--- src/rtl/nibble_link_host.sv ---
// Host-side bridge for the Nibbler CPU nibble ports: a byte FIFO feeds the CPU
// one nibble per toggle handshake, and CPU nibble pairs are packed into bytes.
module nibble_link_host #(
  parameter int N     = 4,
  parameter int DEPTH = 4
) (
  input  logic         clk,
  input  logic         reset,
  input  logic [7:0]   tx_data,
  input  logic         tx_valid,
  output logic         tx_ready,
  output logic [7:0]   rx_data,
  output logic         rx_valid,
  input  logic         rx_ready,
  input  logic [N-1:0] Out0,
  input  logic [N-1:0] Out1,
  output logic [N-1:0] In0,
  output logic [N-1:0] In1,
  output logic [N-1:0] In2
);

  localparam int AW = $clog2(DEPTH);

  typedef enum logic [1:0] {D_IDLE, D_HI, D_LO} down_state_e;
  typedef enum logic {U_HI, U_LO} up_state_e;

  logic [7:0]   mem_q [DEPTH];
  logic [AW:0]  wptr_q, rptr_q, wptr_d, rptr_d;
  logic         fifo_full, fifo_empty, push, pop;
  logic [7:0]   fifo_head;

  logic [1:0]   sync1_q, sync2_q;
  logic         ack_sync, up_sync;

  down_state_e  dstate_q;
  logic [N-1:0] in0_q;
  logic [3:0]   lo_q;
  logic         tog_q, phase_q;

  up_state_e    ustate_q;
  logic [3:0]   hi_q;
  logic         uack_q;
  logic [7:0]   rx_data_q;
  logic         rx_valid_q;
  logic         up_edge;
  logic         unused_out1;

  assign unused_out1 = ^Out1[N-1:2];

  // Extra pointer bit distinguishes full from empty when the indices match.
  assign fifo_empty = (wptr_q == rptr_q);
  assign fifo_full  = (wptr_q[AW] != rptr_q[AW]) && (wptr_q[AW-1:0] == rptr_q[AW-1:0]);
  assign tx_ready   = !fifo_full;
  assign push       = tx_valid && !fifo_full;
  assign pop        = (dstate_q == D_IDLE) && !fifo_empty;
  assign fifo_head  = mem_q[rptr_q[AW-1:0]];
  assign wptr_d     = wptr_q + {{AW{1'b0}}, push};
  assign rptr_d     = rptr_q + {{AW{1'b0}}, pop};

  always_ff @(posedge clk) begin
    if (push) mem_q[wptr_q[AW-1:0]] <= tx_data;
  end

  always_ff @(posedge clk or posedge reset) begin
    if (reset) begin
      wptr_q  <= '0;
      rptr_q  <= '0;
      sync1_q <= '0;
      sync2_q <= '0;
    end else begin
      wptr_q  <= wptr_d;
      rptr_q  <= rptr_d;
      sync1_q <= Out1[1:0];
      sync2_q <= sync1_q;
    end
  end

  assign ack_sync = sync2_q[0];
  assign up_sync  = sync2_q[1];

  // A nibble is pending for the CPU while our toggle differs from its ack.
  always_ff @(posedge clk or posedge reset) begin
    if (reset) begin
      dstate_q <= D_IDLE;
      in0_q    <= '0;
      lo_q     <= '0;
      tog_q    <= 1'b0;
      phase_q  <= 1'b0;
    end else begin
      case (dstate_q)
        D_IDLE: if (!fifo_empty) begin
          in0_q    <= fifo_head[7:4];
          lo_q     <= fifo_head[3:0];
          phase_q  <= 1'b1;
          tog_q    <= ~tog_q;
          dstate_q <= D_HI;
        end
        D_HI: if (ack_sync == tog_q) begin
          in0_q    <= lo_q;
          phase_q  <= 1'b0;
          tog_q    <= ~tog_q;
          dstate_q <= D_LO;
        end
        D_LO: if (ack_sync == tog_q) dstate_q <= D_IDLE;
        default: dstate_q <= D_IDLE;
      endcase
    end
  end

  assign up_edge = (up_sync != uack_q);

  // Withholding the low-nibble ack is the only backpressure the CPU sees.
  always_ff @(posedge clk or posedge reset) begin
    if (reset) begin
      ustate_q   <= U_HI;
      hi_q       <= '0;
      uack_q     <= 1'b0;
      rx_data_q  <= '0;
      rx_valid_q <= 1'b0;
    end else begin
      if (rx_valid_q && rx_ready) rx_valid_q <= 1'b0;
      case (ustate_q)
        U_HI: if (up_edge) begin
          hi_q     <= Out0[3:0];
          uack_q   <= up_sync;
          ustate_q <= U_LO;
        end
        U_LO: if (up_edge && (!rx_valid_q || rx_ready)) begin
          rx_data_q  <= {hi_q, Out0[3:0]};
          rx_valid_q <= 1'b1;
          uack_q     <= up_sync;
          ustate_q   <= U_HI;
        end
        default: ustate_q <= U_HI;
      endcase
    end
  end

  assign rx_data  = rx_data_q;
  assign rx_valid = rx_valid_q;
  assign In0      = in0_q;
  assign In1      = {1'b0, uack_q, phase_q, tog_q};
  assign In2      = {2'b00, rx_valid_q, !fifo_empty || (dstate_q != D_IDLE)};

endmodule

--- config.mk ---
export PLATFORM = sky130hd
export DESIGN_NAME = nibble_link_host
export DESIGN_NICKNAME = d
export VERILOG_FILES = /design/src/rtl/nibble_link_host.sv
export SDC_FILE = /design/constraint.sdc
export NUM_CORES = 1
export LEC_CHECK = 0
export ABC_CLOCK_PERIOD_IN_PS = 2460
export CORE_MARGIN = 2
export CORE_UTILIZATION = 53
export CTS_CLUSTER_SIZE = 12
export DETAILED_ROUTE_END_ITERATION = 8
export PLACE_DENSITY = 0.74
export SYNTH_ARGS = -nofsm -noshare
export SYNTH_HDL_FRONTEND = slang
export SYNTH_SLANG_ARGS = --single-unit
--- constraint.sdc ---
create_clock -name clk -period 2.46 [get_ports clk]
set_input_delay 0.492 -clock clk [delete_from_list [all_inputs] [get_ports clk]]
set_output_delay 0.492 -clock clk [all_outputs]
set_load 0.01 [all_outputs]
==> out/metrics.yaml <==
outcome: "complete, no violations"
start_kind: "flip-flop"
dieArea_sq_um: 5840
grt-ovfl-total: 0
setup_viol: 0
area_delta_synth_final_pct: 22.8
synthesis.area_sq_um: 2780
antenna_cells: 0
cp.arrival_ns: 1.85
p_leak_nw: 1.33
finalNetCount: 223
post_cts_resized: 0
yosys.area_share.simple: 0.0463
power_density_nw_per_um2: 1330
cts_hold_buf: 0
ys_seq_area_frac: 0.678
port_buffers: 36
fmax_mhz: 427
core_sq_um: 5070
synth.avg_cell_area_sq_um: 18.2
yosysUniqueCellTypes: 34
yosysWarningCount: 0
min_period_ns: 2.34
ant_nets: 0
htreeDepth: 3
netlist_instances: 153
wl_per_cell_microns: 15.5
critical-path-max-stage-delay_ns: 0.48
power_mw: 4.55
die_w_microns: 76.4
final_cell_mix: "37 x dfrtp_1, 36 x clkdlybuf4s50_1, 32 x edfxtp_1"
period_share: 0.952
yosys.area_share.adder: 0.0180
cts_sinks: 69
synth-compound-area-share: 0.0229
internal-power_mw: 3.19
antenna_found_initial: 0
p_comb_frac: 0.379
grt_max_degree: 38
grt_pass1_wl_microns: 7090
drv_slew: 0
grt_usage: 0.162
cts_buffers: 9
maxCapViolCount: 0
worstPathMaxFanout: 6
rsz0062_at_grt: "false"
avgViaCountPerCell: 5.15
cp-end-kind: "output port"
finClkSkew_ns: 0.00396
drc: 0
dr.first_iter.drc_count: 98
ys_ff_latch: 69
synthMuxAreaShare: 0.170
hold_depth: 0
clock_path_buffers: 2
vdd_drop_max_uv: 653
hold_path_class: "reg -> reg"
path_clk_slew_ns: 0.07
timing.setup.tns_ns: 0
final_cells: 274
seq_power_share: 0.414
insertion_delay_ns: 0.33
critical_path_cell_count: 4
layout-drive-gt1-share: 0.294
clkPwrFrac: 0.207
worstSetupPathType: "reg -> out"
hpwl_microns: 3040
cts_tree: "done"
die_h_microns: 76.4
io_pins: 42
hold_viol: 0
cp_slowest_cell: "clkdlybuf4s50_1"
post_cts_buffers: 0
cp.required_ns: 1.97
cp_num_buf_inv: 1
r2r_cells: 5
grt_pass1_vias: 1450
critical-path-top-delay-family: "buffers and inverters"
fp-row-count: 26
synth_top_family_by_area: "multiplexers"
drt_first_pass_iters: 4
fin_util: 0.673
route.vias.total: 1411
start_util: 0.548
final_common_cell: "dfrtp_1"
globalplace.congestion: 0.736
swShare: 0.300
wl_microns: 4240
dpl.cell_count: 258
switching_power_mw: 1.37
synth-xor-area-share: 0.0333
path_cells: "xor2_2 > nor3_2 > nand2_1 > clkdlybuf4s50_1"
root_buffer: "clkbuf_8"
## power groups by stage
stage	registers [mW]	clock network, mW	logic (mW)
after floorplan	1.90	0	1.17
after global placement	1.88	0	1.70
after detailed placement	1.92	0	1.75
after CTS	1.89	0.965	1.76
after global routing	1.94	1.02	1.86
final	1.88	0.943	1.73
## state kept, by name, indices dropped and copies added, names as in the netlist
name      flops
hi_q          4
In0           4
wptr_q        3
mem_q        32
phase_q       1
sync1_q       2
ustate_q      1
dstate_q      2
uack_q        1
lo_q          4
rx_data       8
tog_q         1
rx_valid      1
rptr_q        3
sync2_q       2
## metrics by stage
step	hold WS [ns]	cell area [sq um]	setup WS, ns
final	0.355	3420	0.119
after global routing	0.363	3420	0.0335
after CTS	0.353	3420	0.0911
after detailed placement	0.336	3210	0.405
after global placement	0.333	3210	0.427
after floorplan	0.331	2790	0.363
## Yosys cell counts
| cell | number | area [sq um] |
|---|---|---|
| a21bo_2 | 1 | 10.0 |
| a21o_1 | 1 | 7.51 |
| a221oi_4 | 1 | 26.3 |
| and3_1 | 1 | 6.26 |
| buf_4 | 8 | 60.1 |
| buf_6 | 1 | 11.3 |
| conb_1 | 1 | 3.75 |
| dfrtp_1 | 37 | 926 |
| edfxtp_1 | 32 | 961 |
| ha_1 | 4 | 50.1 |
| inv_1 | 3 | 11.3 |
| mux2_2 | 24 | 270 |
| mux2_4 | 1 | 15.0 |
| mux4_1 | 2 | 52.6 |
| mux4_2 | 6 | 135 |
| nand2_1 | 4 | 15.0 |
| nand2b_1 | 2 | 12.5 |
| nand3_1 | 1 | 5.00 |
| nand3b_1 | 1 | 7.51 |
| nor2_1 | 1 | 3.75 |
| nor2_2 | 2 | 12.5 |
| nor2b_1 | 1 | 6.26 |
| nor3_1 | 1 | 5.00 |
| nor3_2 | 1 | 10.0 |
| nor3_4 | 1 | 16.3 |
| nor3b_1 | 2 | 15.0 |
| o21a_1 | 1 | 7.51 |
| o21ai_0 | 1 | 5.00 |
| o21bai_1 | 1 | 7.51 |
| or2_2 | 1 | 6.26 |
| or2b_1 | 1 | 7.51 |
| xnor2_1 | 1 | 8.76 |
| xor2_1 | 4 | 35.0 |
| xor2_2 | 3 | 48.8 |
## area by class of cell
cell class	instances	area, sq um
sequential	69	1890
timing repair buffer	42	405
clock buffer	10	128
multi-input combinational	74	820
tap	70	87.6
fill	362	1660
clock inverter	6	77.6
inverter	3	11.3
## path summary, 6_finish.rpt
kind                       slack, ns                  from                endpoint
min in group asynchronous       0.56                 reset  rx_data[7]$_DFFE_PP0P_
min                             0.35  sync1_q[1]$_DFF_PP0_    sync2_q[1]$_DFF_PP0_
min reg2reg                     0.35  sync1_q[1]$_DFF_PP0_    sync2_q[1]$_DFF_PP0_
max                             0.12   wptr_q[1]$_DFF_PP0_                  In2[0]
max reg2reg                     0.64   wptr_q[1]$_DFF_PP0_   mem_q[3][6]$_DFFE_PP_
max in group asynchronous       1.58                 reset     rptr_q[0]$_DFF_PP0_
## layer usage
metal / track usage / routed length [microns] / vias up
li1: - / - / 646
met3: 0.0486 / 217 / 13
met1: 0.194 / 1800 / 708
met2: 0.256 / 2110 / 44
met5: 0 / 0 / -
met4: 0.105 / 116 / 0
## worst reg2reg max path, cell delays in order, from the launching register on
cell and delay (ns):
dfrtp_1 0.46, xor2_2 0.21, nor2_2 0.09, a21bo_2 0.23
inv_1 0.07, and3_1 0.42
## cells by family after synthesis
family / Yosys count
AO/OA/AOI/OAI: 6
XOR/XNOR: 8
adder cells (fa/ha/maj): 4
buffers and inverters: 12
flip-flops: 69
multiplexers: 33
other: 1
AND/OR/NAND/NOR: 20
Power figures use the tool's default switching activity.
